**config.mk**
```make
export PLATFORM = sky130hd
export DESIGN_NAME = obf_sub_seq
export DESIGN_NICKNAME = d
export VERILOG_FILES = /design/src/rtl/obf_sub_seq.sv
export SDC_FILE = /design/constraint.sdc
export NUM_CORES = 2
export LEC_CHECK = 0
export ABC_AREA = 1
export BUFFER_PORTS_ARGS = -buffer_cell sky130_fd_sc_hd__buf_4
export CELL_PAD_IN_SITES_DETAIL_PLACEMENT = 1
export CELL_PAD_IN_SITES_GLOBAL_PLACEMENT = 2
export CORE_MARGIN = 2
export CORE_UTILIZATION = 41
export CTS_BUF_LIST = sky130_fd_sc_hd__clkbuf_16
export DETAILED_ROUTE_END_ITERATION = 16
export GPL_ROUTABILITY_DRIVEN = 1
export PLACE_DENSITY_LB_ADDON = 0.08
export SLEW_MARGIN = 30
export SYNTH_ARGS = -nofsm -noshare
export SYNTH_HDL_FRONTEND = slang
export SYNTH_SLANG_ARGS = --single-unit
export TNS_END_PERCENT = 10
```
**constraint.sdc**
```tcl
create_clock -name clk -period 5.26 [get_ports clk]
set_input_delay 0.789 -clock clk [delete_from_list [all_inputs] [get_ports clk]]
set_output_delay 0.789 -clock clk [all_outputs]
set_load 0.05 [all_outputs]
```
**src/rtl/obf_sub_seq.sv**
```systemverilog
// obf_sub_seq
//
// Programmable substitution sequencer for the OR1200 hardware obfuscator.
// For every instruction-group ID accepted from the IGU it streams a sequence
// of substitute-instruction descriptors, one per output handshake. The
// sequences live in a runtime-writable table of NUM_SLOTS slots, each with a
// valid bit, an IGU tag and MAX_SEQ words of {type, field, last}.
//
// Ports:
//   clk, rst_n          clock, asynchronous active-low reset (clears table)
//   flush               synchronous abort of the current sequence
//   req_valid/req_ready request handshake, req_igu = group ID to substitute
//   out_valid/out_ready descriptor handshake
//   out_type/out_field  descriptor insn type and template field
//   out_last            final descriptor of the sequence
//   out_sub             substitution index of the descriptor
//   out_hit             1 = word from a programmed slot, 0 = miss word
//   cfg_ready           table writable (IDLE and no request being accepted)
//   cfg_we              write cfg_word to word cfg_idx of slot cfg_slot
//   cfg_tag_we          write cfg_tag/cfg_valid of slot cfg_slot
module obf_sub_seq #(
    parameter int unsigned IGU_WIDTH   = 7,
    parameter int unsigned SUB_WIDTH   = 3,
    parameter int unsigned NUM_SLOTS   = 8,
    parameter int unsigned TYPE_WIDTH  = 3,
    parameter int unsigned FIELD_WIDTH = 16,
    // Encoding of OBF_INSN_TYPE_N
    parameter logic [TYPE_WIDTH-1:0] MISS_TYPE = TYPE_WIDTH'(4),
    localparam int unsigned WORD_W = TYPE_WIDTH + FIELD_WIDTH + 1,
    localparam int unsigned SLOT_W = $clog2(NUM_SLOTS)
) (
    input  logic                   clk,
    input  logic                   rst_n,
    input  logic                   flush,

    input  logic                   req_valid,
    output logic                   req_ready,
    input  logic [IGU_WIDTH-1:0]   req_igu,

    output logic                   out_valid,
    input  logic                   out_ready,
    output logic [TYPE_WIDTH-1:0]  out_type,
    output logic [FIELD_WIDTH-1:0] out_field,
    output logic                   out_last,
    output logic [SUB_WIDTH-1:0]   out_sub,
    output logic                   out_hit,

    output logic                   cfg_ready,
    input  logic                   cfg_we,
    input  logic                   cfg_tag_we,
    input  logic [SLOT_W-1:0]      cfg_slot,
    input  logic [SUB_WIDTH-1:0]   cfg_idx,
    input  logic [WORD_W-1:0]      cfg_word,
    input  logic [IGU_WIDTH-1:0]   cfg_tag,
    input  logic                   cfg_valid
);

    localparam int unsigned MAX_SEQ = 1 << SUB_WIDTH;
    localparam logic [SUB_WIDTH-1:0] SUB_MAX = '1;

    typedef enum logic {
        ST_IDLE,
        ST_EMIT
    } state_t;

    // ------------------------------------------------------------------
    // Substitution table
    // ------------------------------------------------------------------
    logic [WORD_W-1:0]    mem_q      [NUM_SLOTS][MAX_SEQ];
    logic [IGU_WIDTH-1:0] tag_q      [NUM_SLOTS];
    logic [NUM_SLOTS-1:0] slot_vld_q;

    // ------------------------------------------------------------------
    // Sequencer state and registered outputs
    // ------------------------------------------------------------------
    state_t                 state_q,     state_d;
    logic                   out_valid_q, out_valid_d;
    logic [TYPE_WIDTH-1:0]  out_type_q,  out_type_d;
    logic [FIELD_WIDTH-1:0] out_field_q, out_field_d;
    logic                   out_last_q,  out_last_d;
    logic [SUB_WIDTH-1:0]   out_sub_q,   out_sub_d;
    logic                   out_hit_q,   out_hit_d;
    logic [SLOT_W-1:0]      slot_q,      slot_d;

    logic                   accept;
    logic                   lk_hit;
    logic [SLOT_W-1:0]      lk_slot;
    logic [SUB_WIDTH-1:0]   sub_nxt;
    logic [SLOT_W-1:0]      slot_sel;
    logic [SUB_WIDTH-1:0]   idx_sel;
    logic [WORD_W-1:0]      ld_word;
    logic                   ld_last;
    logic                   cfg_wr_ok;

    // Parallel tag match. Scanning from the highest slot down lets the
    // lowest-numbered matching slot overwrite any higher match.
    always_comb begin
        lk_hit  = 1'b0;
        lk_slot = '0;
        for (int unsigned i = 0; i < NUM_SLOTS; i++) begin
            if (slot_vld_q[SLOT_W'(NUM_SLOTS - 1 - i)] &&
                (tag_q[SLOT_W'(NUM_SLOTS - 1 - i)] == req_igu)) begin
                lk_hit  = 1'b1;
                lk_slot = SLOT_W'(NUM_SLOTS - 1 - i);
            end
        end
    end

    // A new sequence can start in IDLE or as the previous one's last
    // descriptor is consumed; flush blocks both.
    assign req_ready = !flush &&
                       ((state_q == ST_IDLE) || (out_valid_q && out_ready && out_last_q));
    assign accept    = req_valid && req_ready;
    assign cfg_ready = (state_q == ST_IDLE) && !accept;
    assign cfg_wr_ok = cfg_ready;

    // Single word-read port: word 0 of the looked-up slot on accept,
    // otherwise the next word of the latched slot.
    assign sub_nxt  = out_sub_q + 1'b1;
    assign slot_sel = accept ? lk_slot : slot_q;
    assign idx_sel  = accept ? '0 : sub_nxt;
    assign ld_word  = mem_q[slot_sel][idx_sel];
    // The final table word always terminates, so the index never wraps.
    assign ld_last  = ld_word[0] || (idx_sel == SUB_MAX);

    always_comb begin
        state_d     = state_q;
        out_valid_d = out_valid_q;
        out_type_d  = out_type_q;
        out_field_d = out_field_q;
        out_last_d  = out_last_q;
        out_sub_d   = out_sub_q;
        out_hit_d   = out_hit_q;
        slot_d      = slot_q;

        if (flush) begin
            state_d     = ST_IDLE;
            out_valid_d = 1'b0;
        end else if (accept) begin
            state_d     = ST_EMIT;
            out_valid_d = 1'b1;
            out_sub_d   = '0;
            out_hit_d   = lk_hit;
            slot_d      = lk_slot;
            if (lk_hit) begin
                out_type_d  = ld_word[WORD_W-1 -: TYPE_WIDTH];
                out_field_d = ld_word[FIELD_WIDTH:1];
                out_last_d  = ld_last;
            end else begin
                out_type_d  = MISS_TYPE;
                out_field_d = '0;
                out_last_d  = 1'b1;
            end
        end else if ((state_q == ST_EMIT) && out_ready) begin
            if (!out_last_q) begin
                out_type_d  = ld_word[WORD_W-1 -: TYPE_WIDTH];
                out_field_d = ld_word[FIELD_WIDTH:1];
                out_last_d  = ld_last;
                out_sub_d   = sub_nxt;
            end else begin
                state_d     = ST_IDLE;
                out_valid_d = 1'b0;
            end
        end
    end

    always_ff @(posedge clk or negedge rst_n) begin
        if (!rst_n) begin
            state_q     <= ST_IDLE;
            out_valid_q <= 1'b0;
            out_type_q  <= '0;
            out_field_q <= '0;
            out_last_q  <= 1'b0;
            out_sub_q   <= '0;
            out_hit_q   <= 1'b0;
            slot_q      <= '0;
        end else begin
            state_q     <= state_d;
            out_valid_q <= out_valid_d;
            out_type_q  <= out_type_d;
            out_field_q <= out_field_d;
            out_last_q  <= out_last_d;
            out_sub_q   <= out_sub_d;
            out_hit_q   <= out_hit_d;
            slot_q      <= slot_d;
        end
    end

    // Table writes are only taken in IDLE, so an active sequence always
    // reads a stable slot.
    always_ff @(posedge clk or negedge rst_n) begin
        if (!rst_n) begin
            mem_q      <= '{default: '0};
            tag_q      <= '{default: '0};
            slot_vld_q <= '0;
        end else if (cfg_wr_ok) begin
            if (cfg_we) begin
                mem_q[cfg_slot][cfg_idx] <= cfg_word;
            end
            if (cfg_tag_we) begin
                tag_q[cfg_slot]      <= cfg_tag;
                slot_vld_q[cfg_slot] <= cfg_valid;
            end
        end
    end

    assign out_valid = out_valid_q;
    assign out_type  = out_type_q;
    assign out_field = out_field_q;
    assign out_last  = out_last_q;
    assign out_sub   = out_sub_q;
    assign out_hit   = out_hit_q;

endmodule

```
### After elaboration in Yosys (flattened, before gate mapping)

Index checks and enable logic that the tools add are counted.

| storage, ports and cells | value |
|---|---|
| logic and storage cells | 188 |
| bits of input ports | 48 |
| register bits | 1372 |
| output and inout bits | 27 |

| cells by class | value |
|---|---|
| add/subtract/negate cells | 1 |
| reductions and logical operators | 29 |
| equality and inequality tests | 10 |
| bitwise logic cells | 6 |
| magnitude comparators | 8 |
| mux-type cells | 54 |

Operators by type and width:

| cell | number |
|---|---|
| 1280-bit bitwise mux | 1 |
| 160-bit binary-select mux with 3-bit select | 1 |
| 160-bit demux with 3-bit select | 1 |
| 160-bit 2-to-1 mux | 3 |
| 16-bit 2-to-1 mux | 4 |
| 20-bit binary-select mux with 3-bit select | 1 |
| 20-bit demux with 3-bit select | 1 |
| 20-bit 2-to-1 mux | 3 |
| 56-bit bitwise mux | 1 |
| 7-bit equality test | 8 |
| 3-bit 2-to-1 mux | 17 |
| 7-bit demux with 3-bit select | 1 |
| 1-bit 2-to-1 mux | 17 |
| 4-bit >= comparator (second input constant) | 4 |
| 1-bit logical AND | 16 |
| 3-bit NOT with 4-bit output | 4 |
| 2-bit AND reduction | 5 |
| 8-bit bitwise mux | 1 |
| 4-bit by 1-bit less-than comparator with 1-bit output (second input constant) | 2 |
| 7-bit 2-to-1 mux | 1 |
| 3-bit nonzero test | 2 |
| 3-bit by 4-bit less-than comparator with 1-bit output (second input constant) | 1 |
| 3-bit by 1-bit adder with 3-bit output (second input constant) | 1 |
| 1-bit demux with 3-bit select | 1 |
| 8 further kinds | 11 |

### Depth between registers and ports, before layout

| logic depth | value |
|---|---|
| depth in word-level cells | 22 |
| gate-level depth with buffers | 28 |
| mapped depth without buffers | 26 |

### Worst setup path after synthesis

OpenSTA, ideal clock, no wires.

| path | value |
|---|---|
| kind | input port to flip-flop |
| start point | input port out_ready |
| end point | register mem_q[299] (netlist bit) |
| setup time | 0.136 ns |
| data arrival time | 3.666 ns |
| stages | 13 |
| buffers on the path | 1 |
| data required time | 5.124 ns |
| path slack | 1.458 ns |
| cells stage by stage | nand2_1 o21ai_1 inv_2 nor2_2 nand2_2 inv_1 nor2_1 nand2_1 nor4_4 nand2_1 clkbuf_1 nand2_1 o21ai_0 |

| between the ends | value |
|---|---|
| word-level cells in the longest chain between the ends | 8 |

Ends and longest elaborated chain:

| item | RTL line | text |
|---|---|---|
| from (decl) | 41 | `input logic out_ready,` |
| 1-bit logical AND | -- |  |
| 1-bit logical AND | 112 | `((state_q == ST_IDLE) \|\| (out_valid_q && out_ready && out_last_q));` |
| 1-bit logical OR | 112 |  |
| 1-bit logical AND | 111 | `assign req_ready = !flush &&` |
| named net req_ready | 37 | `output logic req_ready,` |
| 1-bit logical AND | 113 | `assign accept = req_valid && req_ready;` |
| 1-bit zero test | 114 | `assign cfg_ready = (state_q == ST_IDLE) && !accept;` |
| 1-bit logical AND | 114 |  |
| named net cfg_ready | 48 | `output logic cfg_ready,` |
| 2-bit AND reduction (no source line) | -- |  |
| to (signal, indexed assignment) | 198 | `mem_q[cfg_slot][cfg_idx] <= cfg_word;` |
| to (decl) | 69 | `logic [WORD_W-1:0] mem_q [NUM_SLOTS][MAX_SEQ];` |

The timed path passes the listed nets, and every way through them passes these cells.
A chain may end at the register's enable or synchronous reset.

### Worst setup path after layout

| path | value |
|---|---|
| start point | register out_last_q, in the netlist out_last |
| end point | register out_field_q[9], in the netlist out_field[9] |

| between the ends | value |
|---|---|
| word-level cells in the longest chain between the ends | 15 |
| elaborated cells between the ends (all ways) | 21 |
| those cells by class | eq/ne: 1; mux: 12; bitwise: 2; reduce/logical: 6 |

Ends and longest elaborated chain:

| item | RTL line | text |
|---|---|---|
| from (decl) | 80 | `logic out_last_q, out_last_d;` |
| from (signal assigned) | 182 | `out_last_q <= out_last_d;` |
| 1-bit logical AND | 112 |  |
| 1-bit logical OR | 112 |  |
| 1-bit logical AND | 111 |  |
| 1-bit logical AND | 113 |  |
| 3-bit 2-to-1 mux | -- |  |
| 3-bit NOT with 4-bit output (not written as such) | 122 | `assign ld_word = mem_q[slot_sel][idx_sel];` |
| 160-bit binary-select mux with 3-bit select | 122 |  |
| 160-bit 2-to-1 mux (not written as such) (2 in series) | 122 |  |
| 20-bit binary-select mux with 3-bit select | 122 |  |
| 20-bit 2-to-1 mux (not written as such) (2 in series) | 122 |  |
| 16-bit 2-to-1 mux | 155 | `if (!out_last_q) begin` |
| 16-bit 2-to-1 mux | 154 | `end else if ((state_q == ST_EMIT) && out_ready) begin` |
| 16-bit 2-to-1 mux | 139 | `end else if (accept) begin` |
| to (signal assigned) | 181 | `out_field_q <= out_field_d;` |
| to (decl) | 79 | `logic [FIELD_WIDTH-1:0] out_field_q, out_field_d;` |

Several ways; a longest one is shown, not always the timed one. The select of a mux whose other input is x is not followed.

==> run metrics <==
outcome finished clean; Worst path max stage delay about 460 ps; RR Startpoint out_last$_DFFE_PN0P_; pin count of the biggest net entering global routing 142; Max clock buf depth 3; top-count cell post-synth nand2_1; # H-tree levels 4; Layout area overhead 11.4%; insertion delay to the later sink of the worst-skew pair 810 ps; CTS root buffer clkbuf_16; fin nets 8005; total CTS buffers 159; drt pass-1 iters 6; Final GP Congestion between 0.8 and 0.9; CP max-delay cell nand3_1; Total Power 29.0 mW; Crit Path Max Fanout 95; GRT Total Usage 0.300; # resized after CTS 0; setup violators final 0; internal power 19.4 mW; synthesized area 64500 sq um; layout cell share with drive strength beyond 1 0.0663; Via-to-Cell Ratio around 5.5; RSZ-0062 raised after global routing false; Wirelength per Cell 23.7 um; area of the core between 150000 and 200000 sq um; CP startpoint kind register; CP startpoint out_last$_DFFE_PN0P_; Post-Syn Instances 8220; Leak between 30 and 40 nW; area of the multi-input gates 26000 sq um; EDFF count, synth 0; Hold Path End out_valid$_DFFE_PN0P_; number of library cell types mapped by synthesis 36; CP required 5950 ps; f_max 0.229 GHz; Seq pwr share 0.427; starting density of the core 0.413; row count 145; hold path depth 2; worst reg2reg setup slack 900 ps; CP Capture Type register; worst hold start flush; first-pass GRT wire length 370000 um; Detailed Place HPWL 143000 um; Worst Tran Pin Value 1020 ps; Die ar. 161000 sq um; register area share after synthesis 0.529; initial drt markers 4233; dominant cell type by area after synthesis dfrtp_1; Net Switching 9.60 mW; IO Count between 70 and 80; TritonCTS clock tree built; setup TNS 0 ps; most common library cells after synthesis nand2_1 (3100), dfrtp_1 (1364), o21ai_0 (1175), nand3_1 (856), clkbuf_1 (484); register bit count reported by yosys about 1400; DRT antenna net count 0; Residual DRC 0; Port-buffer cells between 70 and 80; CP Data Arrival Time 5050 ps; Max Clock Skew 35.0 ps; Tcrit/Tclk final 0.829; Top cell by count, worst path nand3_1; vias in the first global route ~57000; clock-pin slew on the worst setup and hold paths 60 ps; CP cell instances inv_1, o21ai_1, inv_2, nor2_2, nand2_2, a31oi_2, nand2_8, nand2_8, buf_12, nand2_1, nand3_1, nand3_1, nand3_1, nand3_1, nand3_1, nand2_1, nand2_1, nand2_1; initial antenna violation count 11; Hold Crit Class in2reg; Final Hold Vio Count 0; Tmin final 4360 ps; MaxCap Viol Count 0; worst reg2reg path endpoint out_field[9]$_DFFE_PN0P_; pre-CTS worst setup slack 610 ps; Die X 401 um; Avg Cell Area, Syn 7.85 sq um; WS Path Type reg2reg; PnR worst setup slack between 800 and 900 ps; Fill cells 18800; cells on worst reg2reg path 18; chip height roughly 400 um; Slew Limit Fails 0; synthesized net count 8269; Synth Warn # 0; register area 34100 sq um; Power Density 403 nW/um^2; setup bufs post-CTS 0; Synth top area share 0.529; GRT overflow 0; max_slew headroom 0.319; Routed WL ~240000 um; Vias 55800; power share of the combinational group 0.199; CTS sink cnt 1364; Top FF cell, synth dfrtp_1; highest ir drop seen on vdd roughly 0.34 mV; async set or reset register ratio after synthesis 1.00; Synth area leaders dfrtp_1 (53%), nand2_1 (18%), o21ai_0 (9.1%), nand3_1 (6.6%), clkbuf_1 (2.8%); Clk pwr share 0.374; switching share of power 0.331
## through the flow
stage | std cells | utilization | hold WS, ps | area (sq um)
after floorplan | 8220 | - | 444 | 64500
after global placement | 9852 | 0.428 | 457 | 66800
after detailed placement | 9852 | 0.428 | 464 | 66800
after CTS | 10100 | 0.460 | 116 | 71900
after global routing | 10100 | 0.460 | 151 | 71900
final | 10100 | 0.460 | 170 | 71900
## worst max-delay path, delay by kind of cell (launching register included)
family	cells	cell delay (ps)
DFF	1	440
buffers and inverters	3	600
AOI/OAI and AO/OA	2	630
and+or+nand+nor	13	2430
## cell type report
cell class / instances / share of cell area
Inverter: 426 / 0.0225
Multi-Input combinational cell: 5738 / 0.362
Clock inverter: 124 / 0.0131
Sequential cell: 1364 / 0.475
Tap cell: 2058 / 0.0358
Clock buffer: 163 / 0.0567
Antenna cell: 3 / 0.000104
Timing Repair Buffer: 267 / 0.0353
## power groups by stage
stage	Combinational, mW	Sequential, mW	Clock (mW)
after global routing	6.27	12.5	11.5
final	5.77	12.4	10.8
after detailed placement	5.76	12.5	0
after CTS	5.78	12.4	11.1
after floorplan	2.96	12.5	0
after global placement	5.66	12.5	0
## flip-flops by register name (all words and copies together), names as in the netlist
register	cells
out_field	16
slot_vld_q	8
out_last	1
slot_q	3
out_hit	1
tag_q	56
out_sub	3
out_valid	1
out_type	3
mem_q	1272
## layout by cell type (no fill, tap or decap), types with 8 or more instances in the layout
master | netlist | layout
nor3_1 | 12 | 8
nor2_1 | 33 | 33
nand4_1 | 13 | 13
nand2_1 | 3100 | 3097
xor2_1 | 11 | 11
o21ai_0 | 1175 | 1175
inv_1 | 396 | 438
o211ai_1 | 112 | 112
clkinv_1 | 22 | 33
clkinv_2 | 0 | 25
inv_2 | 8 | 24
nor4_4 | 8 | 8
buf_4 | 31 | 224
dfrtp_1 | 1364 | 1364
bufinv_16 | 0 | 12
clkbuf_16 | 0 | 163
buf_12 | 0 | 41
nand3b_1 | 211 | 211
nand3_1 | 856 | 856
xnor2_1 | 8 | 8
o21ai_1 | 173 | 172
## layer usage
layer,wire length (um),GRT usage
met1,111000,0.421
met3,10800,0.0366
met2,112000,0.487
met5,0,0
met4,6910,0.0874
## worst max-delay path by stage
stage                                 to  depth (start not counted)
4_1_cts         out_field[9]$_DFFE_PN0P_                         19
3_3_place_gp    out_field[9]$_DFFE_PN0P_                         25
6_report        out_field[9]$_DFFE_PN0P_                         18
5_1_grt        out_field[13]$_DFFE_PN0P_                         18
3_5_place_dp    out_field[9]$_DFFE_PN0P_                         20
2_1_floorplan     mem_q[299]$_DFFE_PN0P_                         13
## logic make-up (layout without fill, tap and decap cells)
logic type	Yosys count	in the layout	share of synthesized area
other	0	3	0
adders and majority gates	1	1	0.000194
buffers and inverters	1118	980	0.0699
DFF	1364	1364	0.529
AOI/OAI and AO/OA	1468	1468	0.119
xor gates and xnor gates	19	19	0.00258
and+or+nand+nor	4250	4250	0.280
## what timing repair did
action | in CTS | in global routing
endpoints found under the hold margin | 20 | 0
hold buffers | 1 | 0
setup endpoints to repair | 0 | 0
No activity file was read; power rests on OpenSTA's default activity.
